===== src/rtl/garbage_queue_if.sv =====
// Outgoing attack handshake between the garbage queue and the network transmitter.
// The master drives valid and count; the slave (transmitter) drives ready.
interface garbage_queue_if;
    logic       send_valid;
    logic       send_ready;
    logic [9:0] send_count;

    modport master (
        output send_valid,
        output send_count,
        input  send_ready
    );

    modport slave (
        input  send_valid,
        input  send_count,
        output send_ready
    );
endinterface


===== src/rtl/garbage_queue.sv =====
// Garbage queue: turns line-count increases into attacks that first cancel pending
// incoming garbage, forwards the remainder, and inserts pending garbage rows after a lock.
module garbage_queue #(
    parameter int unsigned MAX_PENDING    = 20,
    parameter int unsigned MAX_INSERT     = 8,
    parameter int unsigned PLAYFIELD_COLS = 10
) (
    input  logic                   clk,
    input  logic                   rst_l,
    input  logic                   game_start,
    input  logic [9:0]             lines_sent,
    input  logic                   falling_piece_lock,
    input  logic                   lines_clear_any,
    input  logic                   garbage_in_valid,
    input  logic [4:0]             garbage_in_count,
    garbage_queue_if.master        send,
    output logic [4:0]             garbage_pending,
    output logic                   insert_busy,
    output logic                   garbage_row_valid,
    output logic [3:0]             garbage_hole_col,
    output logic                   insert_done
);

    localparam logic [4:0]  MAX_PEND_C  = 5'(MAX_PENDING);
    localparam logic [3:0]  MAX_INS_C   = 4'(MAX_INSERT);
    localparam logic [15:0] COLS_C      = 16'(PLAYFIELD_COLS);
    localparam logic [15:0] LFSR_SEED_C = 16'hACE1;
    localparam logic [9:0]  ACCUM_MAX_C = 10'd1023;

    typedef enum logic [0:0] {
        ST_IDLE   = 1'b0,
        ST_INSERT = 1'b1
    } state_t;

    state_t      state_r;
    state_t      state_s;
    logic [9:0]  prev_sent_r;
    logic [9:0]  accum_r;
    logic [9:0]  accum_s;
    logic [4:0]  pending_r;
    logic [4:0]  pending_s;
    logic [3:0]  batch_rem_r;
    logic [3:0]  batch_rem_s;
    logic [3:0]  hole_r;
    logic [3:0]  hole_s;
    logic        done_r;
    logic        done_s;
    logic [15:0] lfsr_r;

    logic [9:0]  delta_s;
    logic [9:0]  cancellable_s;
    logic [9:0]  cancel_s;
    logic [9:0]  remainder_s;
    logic [4:0]  pend_cancel_s;
    logic [9:0]  accum_base_s;
    logic [10:0] accum_sum_s;
    logic [6:0]  pend_sum_s;
    logic        ins_dec_s;
    logic [15:0] hole_full_s;
    logic        send_valid_s;

    // Fibonacci step for taps 16,14,13,11 (bits 15,13,12,10).
    function automatic logic [15:0] lfsr_step(input logic [15:0] cur);
        logic fb;
        fb = cur[15] ^ cur[13] ^ cur[12] ^ cur[10];
        return {cur[14:0], fb};
    endfunction

    function automatic logic [9:0] min10(input logic [9:0] a, input logic [9:0] b);
        return (a < b) ? a : b;
    endfunction

    assign send_valid_s = (accum_r != 10'd0);
    assign hole_full_s  = lfsr_r % COLS_C;

    // Attack resolution and send accumulator; committed batch rows are never cancelled.
    always_comb begin
        delta_s       = lines_sent - prev_sent_r;
        cancellable_s = {5'd0, pending_r - {1'b0, batch_rem_r}};
        cancel_s      = min10(delta_s, cancellable_s);
        remainder_s   = delta_s - cancel_s;
        pend_cancel_s = pending_r - cancel_s[4:0];
        if (send_valid_s && send.send_ready) begin
            accum_base_s = 10'd0;
        end else begin
            accum_base_s = accum_r;
        end
        accum_sum_s = {1'b0, accum_base_s} + {1'b0, remainder_s};
        if (accum_sum_s[10]) begin
            accum_s = ACCUM_MAX_C;
        end else begin
            accum_s = accum_sum_s[9:0];
        end
    end

    // Insert FSM next-state: batch is sized from pending after this cycle's cancellation.
    always_comb begin
        state_s     = state_r;
        batch_rem_s = batch_rem_r;
        hole_s      = hole_r;
        done_s      = 1'b0;
        ins_dec_s   = 1'b0;
        case (state_r)
            ST_IDLE: begin
                if (falling_piece_lock && !lines_clear_any && (pend_cancel_s != 5'd0)) begin
                    state_s = ST_INSERT;
                    if (pend_cancel_s > {1'b0, MAX_INS_C}) begin
                        batch_rem_s = MAX_INS_C;
                    end else begin
                        batch_rem_s = pend_cancel_s[3:0];
                    end
                    hole_s = hole_full_s[3:0];
                end else begin
                    state_s = ST_IDLE;
                end
            end
            ST_INSERT: begin
                ins_dec_s   = 1'b1;
                batch_rem_s = batch_rem_r - 4'd1;
                if (batch_rem_r == 4'd1) begin
                    state_s = ST_IDLE;
                    done_s  = 1'b1;
                end else begin
                    state_s = ST_INSERT;
                end
            end
            default: begin
                state_s     = ST_IDLE;
                batch_rem_s = 4'd0;
                hole_s      = 4'd0;
            end
        endcase
    end

    // Pending count: cancel, then row decrement, then incoming add, then saturate.
    always_comb begin
        pend_sum_s = {2'b00, pend_cancel_s} - {6'd0, ins_dec_s};
        if (garbage_in_valid) begin
            pend_sum_s = pend_sum_s + {2'b00, garbage_in_count};
        end else begin
            pend_sum_s = pend_sum_s;
        end
        if (pend_sum_s > {2'b00, MAX_PEND_C}) begin
            pending_s = MAX_PEND_C;
        end else begin
            pending_s = pend_sum_s[4:0];
        end
    end

    // FSM state register; game_start outranks every other event.
    always_ff @(posedge clk or negedge rst_l) begin
        if (!rst_l) begin
            state_r <= ST_IDLE;
        end else if (game_start) begin
            state_r <= ST_IDLE;
        end else begin
            state_r <= state_s;
        end
    end

    // Datapath registers.
    always_ff @(posedge clk or negedge rst_l) begin
        if (!rst_l) begin
            prev_sent_r <= 10'd0;
            accum_r     <= 10'd0;
            pending_r   <= 5'd0;
            batch_rem_r <= 4'd0;
            hole_r      <= 4'd0;
            done_r      <= 1'b0;
        end else if (game_start) begin
            prev_sent_r <= 10'd0;
            accum_r     <= 10'd0;
            pending_r   <= 5'd0;
            batch_rem_r <= 4'd0;
            hole_r      <= 4'd0;
            done_r      <= 1'b0;
        end else begin
            prev_sent_r <= lines_sent;
            accum_r     <= accum_s;
            pending_r   <= pending_s;
            batch_rem_r <= batch_rem_s;
            hole_r      <= hole_s;
            done_r      <= done_s;
        end
    end

    // Hole LFSR runs freely and is deliberately not reseeded by game_start.
    always_ff @(posedge clk or negedge rst_l) begin
        if (!rst_l) begin
            lfsr_r <= LFSR_SEED_C;
        end else begin
            lfsr_r <= lfsr_step(lfsr_r);
        end
    end

    assign send.send_valid   = send_valid_s;
    assign send.send_count   = accum_r;
    assign garbage_pending   = pending_r;
    assign insert_busy       = (state_r == ST_INSERT);
    assign garbage_row_valid = (state_r == ST_INSERT);
    assign garbage_hole_col  = hole_r;
    assign insert_done       = done_r;

endmodule


===== src/flat_wrapper.sv =====
// flat-port wrapper written by rule: the top's interface ports become plain ports
module garbage_queue_flat 
#(
    parameter int unsigned MAX_PENDING    = 20,
    parameter int unsigned MAX_INSERT     = 8,
    parameter int unsigned PLAYFIELD_COLS = 10
)
  (clk, rst_l, game_start, lines_sent, falling_piece_lock, lines_clear_any, garbage_in_valid, garbage_in_count, garbage_pending, insert_busy, garbage_row_valid, garbage_hole_col, insert_done, send_send_valid, send_send_count, send_send_ready);
  garbage_queue_if send_i ();
  input  logic clk;
  input  logic rst_l;
  input  logic game_start;
  input  logic [9:0] lines_sent;
  input  logic falling_piece_lock;
  input  logic lines_clear_any;
  input  logic garbage_in_valid;
  input  logic [4:0] garbage_in_count;
  output logic [4:0] garbage_pending;
  output logic insert_busy;
  output logic garbage_row_valid;
  output logic [3:0] garbage_hole_col;
  output logic insert_done;
  output wire logic [$bits(send_i.send_valid)-1:0] send_send_valid;
  output wire logic [$bits(send_i.send_count)-1:0] send_send_count;
  input wire logic [$bits(send_i.send_ready)-1:0] send_send_ready;
  assign send_send_valid = send_i.send_valid;
  assign send_send_count = send_i.send_count;
  assign send_i.send_ready = send_send_ready;
  garbage_queue #(.MAX_PENDING(MAX_PENDING), .MAX_INSERT(MAX_INSERT), .PLAYFIELD_COLS(PLAYFIELD_COLS)) u_core (.clk(clk), .rst_l(rst_l), .game_start(game_start), .lines_sent(lines_sent), .falling_piece_lock(falling_piece_lock), .lines_clear_any(lines_clear_any), .garbage_in_valid(garbage_in_valid), .garbage_in_count(garbage_in_count), .send(send_i), .garbage_pending(garbage_pending), .insert_busy(insert_busy), .garbage_row_valid(garbage_row_valid), .garbage_hole_col(garbage_hole_col), .insert_done(insert_done));
endmodule

===== config.mk =====
export PLATFORM = sky130hd
export DESIGN_NAME = garbage_queue_flat
export DESIGN_NICKNAME = d
export VERILOG_FILES = /design/src/rtl/garbage_queue_if.sv /design/src/rtl/garbage_queue.sv /design/src/flat_wrapper.sv
export SDC_FILE = /design/constraint.sdc
export NUM_CORES = 1
export LEC_CHECK = 0
export CAP_MARGIN = 20
export CORE_MARGIN = 10
export CORE_UTILIZATION = 41
export DETAILED_ROUTE_END_ITERATION = 10
export DONT_BUFFER_PORTS = 1
export PLACE_DENSITY = 0.61
export SKIP_LAST_GASP = 1
export SYNTH_ARGS = -nofsm -noshare
export SYNTH_HDL_FRONTEND = slang
export SYNTH_SLANG_ARGS = --single-unit

===== constraint.sdc =====
create_clock -name clk -period 9.2 [get_ports clk]
set_clock_uncertainty 0.2 [all_clocks]
set_input_delay 0.46 -clock clk [delete_from_list [all_inputs] [get_ports clk]]
set_output_delay 0.46 -clock clk [all_outputs]
set_load 0.03 [all_outputs]

==> qor.yml <==
status: "finished, final reports clean"
reg2reg_from: "u_core.garbage_pending[0]"
startpoint: "u_core.garbage_pending[0]"
cts_sinks: 51
cp_common_cell: "a21oi_1"
wl_mm: 13.4
die_w_um: 137
port_buffers: 0
finalSetupViolCount: 0
wire_per_inst_um: 16.4
power.leakage_nw: 2.35
hold_path.startpoint: "game_start"
cp.required_ns: 9.14
seqCellArea_mm2: 0.00129
multi_input_area_mm2: 0.00382
vias: 4859
synth.distinct_cells: 100
detail_route.vias_per_cell: 5.93
cp-end-kind: "flop"
ff2ff_setup_slack_ns: 2.10
timing.rr.end: "u_core.send.send_count[2]"
detail-route-antenna-nets: 0
avgSynthCellArea_um2: 8.32
arrival_ns: 7.05
syn_to_final_growth_pct: 3.33
worstMarginPinSlew_ns: 1.03
reg2reg_depth: 28
place.gp.congestion: 0.866
synth_fp_nets: 743
relSlewSlack_pct: 30.7
row_count: 42
cts_tree: "done"
period_share_pct: 77.2
synthCells: 669
async_reset_ff_share_pct: 100
drc: 0
total_power_mw: 2.29
clkLatencyLatePin_ns: 0.30
io_pins: 45
die-area_mm2: 0.0186
chipHeight_um: 137
cts_max_path_buffers: 2
grt_setup_unrepaired: "no"
yosys_warnings: 0
cts_resized: 0
cp_max_fo: 10
clk_pin_slew_worst_paths_ns: 0.07
cp-start-kind: "flop"
grt_max_degree: 52
start_util_pct: 41.9
slowest_stage: "or4b_2"
endpoint: "u_core.send.send_count[2]"
finalHoldViolCount: 0
ys_ff_latch: 51
diodes: 0
cts_root_buffer: "clkbuf_16"
vdd_ir_drop_max_uv: 217
syn_area_mm2: 0.00557
tns_ns: 0
cts_max_level: 2
grt_pass1_wl_mm: 22.5
max_freq_mhz: 141
hpwl_mm: 9.92
grt_usage_pct: 14.3
fin_util_pct: 43.3
setup_slack_ns: 2.10
synthFlopType: "dfrtp_1"
placedCellCount: 809
drive_above_1_share_pct: 7.31
grt_pass1_vias: 4585
critPathMaxStageDelay_ns: 0.64
num-fill-cells: 1328
maxCapViolCount: 0
synth_edf_count: 0
antenna_found_initial: 0
dr.pass1.iters: 5
worstSetupPathType: "reg -> reg"
coreArea_mm2: 0.0133
cts_made_buffers: 5
stdcell_count: 819
drt_iter0_drc: 534
yosysSeqAreaShare_pct: 23.1
final.min_clock_period_ns: 7.10
grt_overflow: 0
preCtsSetupSlack_ns: 2.15
min_path_type: "in -> reg"
fin_nets: 716
slew_violations: 0
p_per_area_mw_per_mm2: 398
-- state kept, by name (all words and copies together), names as in the netlist --
name                      flops
u_core.lfsr_r                16
u_core.prev_sent_r           10
u_core.send.send_count       10
u_core.garbage_pending        5
u_core.batch_rem_r            4
u_core.garbage_hole_col       4
u_core.garbage_row_valid      1
u_core.insert_done            1
-- final cells by class --
| class | count | share of cell area [%] |
|---|---|---|
| clock buffers | 5 | 2.17 |
| multi-input cells | 524 | 66.4 |
| flip-flops and latches | 51 | 22.4 |
| inverters | 57 | 3.72 |
| well taps | 176 | 3.83 |
| clock inverters | 3 | 0.761 |
| repair buffers | 3 | 0.783 |
-- worst min-delay path by stage --
| stage | to | cells past startpoint |
|---|---|---|
| 4_1_cts | u_core.garbage_hole_col[3] | 1 |
| 2_1_floorplan | u_core.batch_rem_r[0] | 0 |
| 3_3_place_gp | u_core.prev_sent_r[4] | 0 |
| 3_5_place_dp | u_core.prev_sent_r[5] | 0 |
| 6_report | u_core.garbage_hole_col[3] | 1 |
| 5_1_grt | u_core.garbage_hole_col[3] | 1 |
-- layer usage --
metal | up-vias | wire length (um) | part of all wire (%) | GRT usage, %
li1 | 2385 | - | - | -
met1 | 2329 | 5870 | 44 | 17.2
met2 | 124 | 6610 | 49 | 25.2
met3 | 21 | 630 | 4.7 | 2.20
met4 | 0 | 328 | 2.4 | 4.62
met5 | - | 0 | 0 | 0
-- synth_stat cells, drive strengths merged (6+ instances only) --
library cell / number / share of area [%]
inv: 57 / 3.8
a21oi: 54 / 4.9
ha: 46 / 10
dfrtp: 43 / 19
o21ai: 43 / 3.9
nor2b: 37 / 4.2
nor2: 36 / 2.5
nand2: 32 / 2.3
xnor2: 27 / 4.2
nand3: 25 / 2.2
buf: 23 / 3.4
a211oi: 16 / 2.2
clkbuf: 14 / 1.1
xor2: 14 / 2.2
nand2b: 13 / 1.5
nor3: 12 / 1.1
o211ai: 11 / 1.5
a21o: 10 / 1.3
mux2i: 10 / 1.8
or3: 9 / 1.1
dfstp: 8 / 3.8
fa: 6 / 2.2
nand4: 6 / 0.67
nor4: 6 / 0.94
o21bai: 6 / 0.81
o31ai: 6 / 0.90
-- placed cells by master, fill, tap and decap left out, types with 10 or more instances in the layout --
cell type | Yosys | final
o21ai_0 | 37 | 37
ha_1 | 46 | 46
a21oi_1 | 53 | 53
a211oi_1 | 15 | 15
nor2_1 | 35 | 35
nand2b_1 | 13 | 13
inv_1 | 57 | 57
xor2_1 | 14 | 14
xnor2_1 | 27 | 27
nand3_1 | 25 | 25
dfrtp_1 | 43 | 43
o211ai_1 | 11 | 11
nand2_1 | 30 | 30
nor3_1 | 12 | 12
nor2b_1 | 37 | 37
a21o_1 | 10 | 10
mux2i_1 | 10 | 10
-- report_power, final --
part | switching [mW] | leakage (nW) | internal (mW)
registers | 0.0952 | 0.652 | 0.270
logic | 0.952 | 1.62 | 0.751
clock network | 0.0915 | 0.0838 | 0.129
-- per-stage QoR --
stage	hold slack, ns	cell area (um^2)
after detailed placement	-0.0336	5550
after CTS	0.0155	5750
after global routing	0.00966	5750
after global placement	-0.0339	5550
final	0.0226	5750
after floorplan	-0.0356	5570
-- worst max-delay path: cells and delay by family (launching register included) --
family                     cells  cell delay, ns
and+or+nand+nor                7            1.61
xor gates and xnor gates       1            0.15
adders and majority gates      5            1.56
AOI/OAI and AO/OA             11            2.05
muxes                          1            0.46
DFF                            1            0.55
buffers and inverters          3            0.37
-- repair_timing --
action | in CTS | in global routing
hold endpoints to repair | 51 | 0
hold buffers | 2 | 0
setup buffers | 0 | 0
-- cell families after synthesis --
| logic type | synth area share, % |
|---|---|
| multiplexers | 2.00 |
| XOR/XNOR | 6.45 |
| adder cells (fa/ha/maj) | 12.5 |
| flip-flops | 23.1 |
| buffers and inverters | 8.31 |
| AND/OR/NAND/NOR | 21.5 |
| AO/OA/AOI/OAI | 26.2 |
No activity file was read; power rests on OpenSTA's default activity.
